==> src/rtl/sensor_bus_pkg.sv <==
// sensor_bus_pkg: shared types and idle pin levels for the sensor bus arbiter
package sensor_bus_pkg;
    typedef enum logic [1:0] {IDLE, GUARD_IN, GRANT, GUARD_OUT} state_t;
    typedef enum logic [1:0] {OWN_NONE = 2'b00, OWN_SPI = 2'b01, OWN_I2C = 2'b10} owner_t;
    typedef struct packed {
        logic sclk;
        logic cs_n;
        logic oe;
        logic out;
    } pins_t;
    localparam pins_t PINS_IDLE = '{sclk: 1'b1, cs_n: 1'b1, oe: 1'b0, out: 1'b1};
endpackage

==> src/rtl/sba_down_counter.sv <==
// sba_down_counter: loadable down counter that saturates at zero and flags it
module sba_down_counter #(
    parameter int W = 8
) (
    input  logic         clk,
    input  logic         reset_n,
    input  logic         load,
    input  logic         en,
    input  logic [W-1:0] load_val,
    output logic         zero
);
    logic [W-1:0] cnt;
    assign zero = (cnt == '0);
    always_ff @(posedge clk or negedge reset_n)
        if (!reset_n) cnt <= '0;
        else if (load) cnt <= load_val;
        else if (en && !zero) cnt <= cnt - 1'b1;
endmodule

==> src/rtl/sensor_bus_arbiter.sv <==
// sensor_bus_arbiter: round-robin, guarded, hold-limited sharing of the sensor pins between SPI and I2C
module sensor_bus_arbiter
    import sensor_bus_pkg::*;
#(
    parameter int GUARD_CYCLES = 50,
    parameter int MAX_HOLD     = 5000000,
    parameter int HOLD_W       = 23
) (
    input  logic       clk,
    input  logic       reset_n,
    input  logic       spi_req,
    output logic       spi_gnt,
    input  logic       spi_cs_n,
    input  logic       spi_sclk,
    input  logic       spi_sdo,
    input  logic       spi_sdo_oe,
    output logic       spi_sdi,
    input  logic       i2c_req,
    output logic       i2c_gnt,
    input  logic       i2c_scl,
    input  logic       i2c_sda_low,
    output logic       i2c_sda_in,
    output logic       bus_sclk,
    output logic       bus_cs_n,
    output logic       bus_sdat_oe,
    output logic       bus_sdat_out,
    input  logic       bus_sdat_in,
    input  logic       timeout_clr,
    output logic       timeout_flag,
    output logic [1:0] owner
);
    localparam int GW = (GUARD_CYCLES > 1) ? $clog2(GUARD_CYCLES) : 1;

    state_t            state;
    owner_t            win, last;
    pins_t             pins, grant_pins;
    logic [HOLD_W-1:0] hold;
    logic              spi_mask, i2c_mask, spi_av, i2c_av, pick_spi, win_req;
    logic              hold_last, hold_on, g_load, g_en, g_zero;

    assign spi_av    = spi_req && !spi_mask;
    assign i2c_av    = i2c_req && !i2c_mask;
    assign pick_spi  = spi_av && (!i2c_av || last == OWN_I2C);
    assign win_req   = (win == OWN_SPI) ? spi_req : i2c_req;
    assign hold_last = (hold == HOLD_W'(MAX_HOLD - 1));
    // hold_on: the bus is owned during the coming cycle, so pins/grants follow the winner
    assign hold_on   = win_req && ((state == GUARD_IN && g_zero) || (state == GRANT && !hold_last));
    assign g_load    = (state == IDLE && (spi_av || i2c_av)) ||
                       (state == GUARD_IN && !win_req) ||
                       (state == GRANT && (!win_req || hold_last));
    assign g_en      = (state == GUARD_IN) || (state == GUARD_OUT);

    always_comb
        grant_pins = (win == OWN_SPI) ? {spi_sclk, spi_cs_n, spi_sdo_oe, spi_sdo}
                                      : {i2c_scl, 1'b1, i2c_sda_low, 1'b0};

    sba_down_counter #(.W(GW)) u_guard (
        .clk      (clk),
        .reset_n  (reset_n),
        .load     (g_load),
        .en       (g_en),
        .load_val (GW'(GUARD_CYCLES - 1)),
        .zero     (g_zero)
    );

    assign bus_sclk     = pins.sclk;
    assign bus_cs_n     = pins.cs_n;
    assign bus_sdat_oe  = pins.oe;
    assign bus_sdat_out = pins.out;

    always_ff @(posedge clk or negedge reset_n)
        if (!reset_n) begin
            state        <= IDLE;
            win          <= OWN_NONE;
            last         <= OWN_I2C;
            hold         <= '0;
            spi_mask     <= 1'b0;
            i2c_mask     <= 1'b0;
            spi_gnt      <= 1'b0;
            i2c_gnt      <= 1'b0;
            owner        <= OWN_NONE;
            pins         <= PINS_IDLE;
            spi_sdi      <= 1'b1;
            i2c_sda_in   <= 1'b1;
            timeout_flag <= 1'b0;
        end else begin
            spi_gnt    <= hold_on && win == OWN_SPI;
            i2c_gnt    <= hold_on && win == OWN_I2C;
            owner      <= hold_on ? win : OWN_NONE;
            pins       <= hold_on ? grant_pins : PINS_IDLE;
            spi_sdi    <= (hold_on && win == OWN_SPI) ? bus_sdat_in : 1'b1;
            i2c_sda_in <= (hold_on && win == OWN_I2C) ? bus_sdat_in : 1'b1;
            if (!spi_req) spi_mask <= 1'b0;
            if (!i2c_req) i2c_mask <= 1'b0;
            if (timeout_clr) timeout_flag <= 1'b0;
            case (state)
                IDLE:
                    if (spi_av || i2c_av) begin
                        win   <= pick_spi ? OWN_SPI : OWN_I2C;
                        state <= GUARD_IN;
                    end
                GUARD_IN:
                    if (!win_req) state <= GUARD_OUT;
                    else if (g_zero) begin
                        state <= GRANT;
                        hold  <= '0;
                    end
                GRANT:
                    if (!win_req) state <= GUARD_OUT;
                    else if (hold_last) begin
                        state        <= GUARD_OUT;
                        timeout_flag <= 1'b1;
                        if (win == OWN_SPI) spi_mask <= 1'b1;
                        else i2c_mask <= 1'b1;
                    end else hold <= hold + 1'b1;
                GUARD_OUT:
                    if (g_zero) begin
                        state <= IDLE;
                        last  <= win;
                    end
                default: state <= IDLE;
            endcase
        end
endmodule

==> config.mk <==
export PLATFORM = sky130hd
export DESIGN_NAME = sensor_bus_arbiter
export DESIGN_NICKNAME = d
export VERILOG_FILES = /design/src/rtl/sensor_bus_pkg.sv /design/src/rtl/sba_down_counter.sv /design/src/rtl/sensor_bus_arbiter.sv
export SDC_FILE = /design/constraint.sdc
export NUM_CORES = 1
export LEC_CHECK = 0
export ABC_AREA = 1
export BUFFER_PORTS_ARGS = -buffer_cell sky130_fd_sc_hd__buf_2
export CORE_MARGIN = 4
export CORE_UTILIZATION = 60
export DETAILED_ROUTE_END_ITERATION = 12
export GPL_TIMING_DRIVEN = 0
export PLACE_DENSITY_LB_ADDON = 0.05
export SLEW_MARGIN = 15
export SYNTH_ARGS = -nofsm -noshare
export SYNTH_HDL_FRONTEND = slang
export SYNTH_SLANG_ARGS = --single-unit
==> constraint.sdc <==
create_clock -name clk -period 2.4 [get_ports clk]
set_clock_uncertainty 0.05 [all_clocks]
set_input_delay 0.48 -clock clk [delete_from_list [all_inputs] [get_ports clk]]
set_output_delay 0.48 -clock clk [all_outputs]
set_load 0.05 [all_outputs]
# Yosys cells after proc, flatten, opt, wreduce, memory -nomap -nowiden
# Index checks and enable logic that the tools add are counted.
# Widths: inputs -> output; s select.
[totals] elab_cells=102 out_inout_bits=11 in_bits=12 reg_bits=48
[classes] n_mux=35 n_addsub=2 n_eq_ne=15 n_reduce_logical=33
[ops] op="$mux 23" count=4
[ops] op="$pmux 23 s2" count=1
[ops] op="$add 23x1->23 const B" count=1
[ops] op="$eq 23x23->1 const B" count=1
[ops] op="$mux 1" count=17
[ops] op="$mux 2" count=8
[ops] op="$logic_and 1x1->1" count=12
[ops] op="$mux 6" count=2
[ops] op="$ne 2x2->1 const B" count=5
[ops] op="$eq 2x2->1 const B" count=4
[ops] op="$mux 4" count=2
[ops] op="$pmux 2 s4" count=1
[ops] op="$logic_or 1x1->1" count=7
[ops] op="$logic_not 1->1" count=6
[ops] op="$logic_not 6->1" count=1
[ops] op="$ne 3x3->1 const B" count=2
[ops] op="$sub 6x1->6 const B" count=1
[ops] op="$reduce_and 5->1" count=1
[ops] op="$eq 2x1->1 const B" count=2
[ops] op="$reduce_and 2->1" count=2
[ops] op="$reduce_and 4->1" count=1
[ops] op="$reduce_bool 2->1" count=2
[ops] op="$logic_not 2->1" count=1
[ops] op="$ne 2x1->1 const B" count=1

# Longest topological paths before layout
[depth] word_depth=7 depth_mapped=12

# By module
# Synthesis repeated with hierarchy kept, for this count alone.
[hier_totals] cells_unflattened=385 hier_area_um2=2865.2
[modules_own_cells] module="sensor_bus_arbiter" cells_per_inst=330 area_each_um2=2439.8 instances=1 seq_area_each_um2=1058.5
[modules_own_cells] module="sba_down_counter" cells_per_inst=55 area_each_um2=425.4 instances=1 seq_area_each_um2=150.1

# Worst setup path after synthesis
# OpenSTA, ideal clock, no wires.
[synth_timing] kind="reg2reg" start="register state[1]" end="register state[0]" arrival_ns=1.541 stages_incl_launch_ff=10 setup_slack_ns=0.691 n_path_buf=0 synth_period_minus_slack_ns=1.709 required_ns=2.232 cell_sequence="dfrtp_1 > inv_1 > ha_1 > or2_2 > nand2_1 > inv_1 > a21oi_1 > nand2_1 > nand2_1 > nand2_1"
[synth_via] elab_chain_len=3
[synth_rtl] element="start: declaration" line_no="sensor_bus_arbiter.sv:34" rtl="state_t state;"
[synth_rtl] element="start signal: assignment" line_no="sensor_bus_arbiter.sv:73" rtl="state <= IDLE;"
[synth_rtl] element="start signal: assignment" line_no="sensor_bus_arbiter.sv:100" rtl="state <= GUARD_IN;"
[synth_rtl] element="start signal: assignment" line_no="sensor_bus_arbiter.sv:103" rtl="if (!win_req) state <= GUARD_OUT;"
[synth_rtl] element="$eq 2x1->1 (tied with other cells)" line_no="sensor_bus_arbiter.sv:96" rtl="case (state)"
[synth_rtl] element="$ne 3x3->1 (no source line) (tied with other cells)"
[synth_rtl] element="$reduce_and 4->1 (no source line)"
# Parallel ways exist; a longest one is shown, timed or not.
# A chain may end at the register's enable or synchronous reset.

# Final worst setup path
# Same ends and word-level chain as after synthesis.

==> metrics.txt <==
outcome=finished, final reports clean; Core Box Area=between 0.004 and 0.005 mm²; Net Count, Synth=405; Port-buffer cells=22; CP Capture Point=state[0]$_DFFE_PN0P_; clock slew at reported path FFs=approximately 0.09 ns; critical path class=reg -> reg; total of max-cap violations=0; vias per cell=around 5; grt ovf=0; Iter 0 DRT Violations=roughly 110; nets@finish=434; CTS Buf Count=5; leading area contributor after synthesis=dfrtp_1; Pre-Repair DR Iteration Count=4; endpoints failing hold=0; placed instance area=between 0.002 and 0.003 mm²; Reg2Reg Launch Point=state[1]$_DFFE_PN0P_; Worst Setup SP=state[1]$_DFFE_PN0P_; cell total after placement=460; initial core utilization=a little over three fifths; drt drc=0; Via Count=~2400; CTS tree=done; initial antenna violation count=0; commonest non-fill, non-tap cell in the layout=nand2_1; count of different cell masters after synthesis=28; reg2reg path depth=9; Syn Area/Cell=between 7 and 8 µm²; TritonCTS sink count=48; ANT cells=0; CP startpoint kind=flip-flop; FF-to-FF End=state[0]$_DFFE_PN0P_; top post-synthesis cells by area=dfrtp_1 (37%), nand2_1 (20%), nor2_1 (8.0%), inv_1 (5.9%), dfstp_2 (5.6%); # resized after CTS=0; Fmax achieved=508 MHz; final worst-path cycle share=just over 80%; number of global-route vias before repair=around 2200; critical-path maximum fanout=7; RSZ-0062 raised after global routing=no; chip height=roughly 76 µm; PD cells=between 800 and 900 mW/mm²; Syn-to-layout area delta=10.3%; die footprint=0.00584 mm²; Leak=around 0.0016 µW; Rel. slew slack=61.3%; most frequent cells in the layout=nand2_1 (147), nor2_1 (60), inv_1 (44); layout cells sized above 1=13.2%; Yosys warning total=0; Post-CTS Hold Buffers=0; CP endpoint kind=flip-flop; FILL cells=around 400; final wirelength=around 5.5 mm; largest net degree at the start of global routing=between 40 and 50; Hold/Removal Path Class=in -> async; GR Util All Layers=about a fifth; Pins Over Slew Limit=0; Layout Cells excl Fill=468; post-synthesis register bit count=48; GP Congestion=~0.92; Period minus WS final=1.97 ns; worst vdd ir=~550 µV; final antenna-violating net count=0; Fin Setup TNS=0 ns; sequential share of the synthesized area=43.0%; worst slew pin tran=between 0.5 and 0.6 ns; Core Util, Final=69.7%; postcts setup bufs=0; H-tree depth=2; first-pass GRT wire length=10.2 mm; CP arrival=2.11 ns; Reg2Reg Setup Slack=approximately 0.43 ns; Rows=24; post-synth top area share=around 37%; Routed wire per std cell=11.8 µm; DPL Wire Length=between 4 and 5 mm; Clock Path Buffers=2; worst endpoint required time=between 2 and 3 ns; synthesized area=between 0.002 and 0.003 mm²; Die W=between 70 and 80 µm; Root Buffer=clkbuf_8; Synth Instances=about 390; IO Pins=23; Clk Latency, worst-skew pair=slightly above 0.3 ns; Setup violations, final=0; post-route cell area=0.00310 mm²
-- metal layers --
layer  GRT usage (%)  wire length [µm]
met5               0                 0
met3            5.08               314
met1            28.9              2710
met2            33.7              2450
met4            5.62                72
-- per-stage QoR --
stage | total power [µW] | hold slack (ns) | setup slack [ns]
after CTS | 2630 | 0.290 | 0.441
after detailed placement | 2030 | 0.431 | 0.511
final | 2610 | 0.124 | 0.432
after global placement | 2010 | 0.423 | 0.512
after floorplan | 1810 | 0.134 | 0.691
after global routing | 2820 | 0.172 | 0.274
-- critical path, stage by stage (launching register included) --
cell and delay [ns]:
dfrtp_1 0.43, inv_1 0.09, ha_1 0.25, or2_2 0.31, nand2_1 0.12, inv_1 0.13
a21oi_1 0.25, nand2_1 0.10, nand2_1 0.08, nand2_1 0.06
-- sequential cells by signal (all words and copies together), names as in the netlist --
name	flops
i2c_mask	1
i2c_sda_in	1
bus_sclk	1
last	2
spi_sdi	1
bus_sdat_oe	1
spi_mask	1
i2c_gnt	1
bus_sdat_out	1
win	2
spi_gnt	1
bus_cs_n	1
owner	2
u_guard.cnt	6
hold	23
state	2
timeout_flag	1
-- cell usage after synthesis, drive strengths merged --
master and number:
o21a 2, nor2 63, o31ai 1, o21ai 7, o21bai 1, xnor2 4, a21oi 4, o22ai 1
buf 3, inv 47, dfstp 6, nand2 151, nor3 2, nand4 5, ha 7, dfrtp 42
a22oi 1, xor2 13, nand3 23, or2 3
-- cells by family (layout without fill, tap and decap cells) --
family / count (synthesis) / after routing / synth area share, %
flops: 48 / 48 / 43.0
xor+xnor: 17 / 17 / 5.30
compound gates: 17 / 17 / 3.92
fa+ha+maj: 7 / 7 / 3.12
buf+inv: 50 / 80 / 7.58
simple gates: 247 / 247 / 37.0
-- how the worst min path moves through the flow --
stage / start / endpoint / slack, ns / cells after the start
CTS: timeout_clr / timeout_flag$_DFF_PN0_ / 0.29 / 2
finish: reset_n / hold[11]$_DFFE_PN0P_ / 0.12 / 1
global route: reset_n / owner[0]$_DFF_PN0_ / 0.17 / 1
floorplan: reset_n / bus_sdat_oe$_DFF_PN0_ / 0.13 / 0
global placement: spi_mask$_DFF_PN0_ / spi_mask$_DFF_PN0_ / 0.42 / 1
detailed placement: spi_mask$_DFF_PN0_ / spi_mask$_DFF_PN0_ / 0.43 / 1
-- cell type report --
type / instances / area [µm²] / area share (%)
timing repair buffer: 22 / 113 / 3.64
clock buffer: 5 / 68.8 / 2.22
buffer: 3 / 33.8 / 1.09
sequential: 48 / 1210 / 39.0
inverter: 47 / 179 / 5.78
clock inverter: 3 / 42.5 / 1.37
multi-input combinational: 288 / 1390 / 44.8
tap: 52 / 65.1 / 2.10
-- power breakdown --
part           internal, µW  switching, µW
logic                   304            699
clock network           309            281
registers               928           87.2
total                  1540           1070
Power figures use the tool's default switching activity.
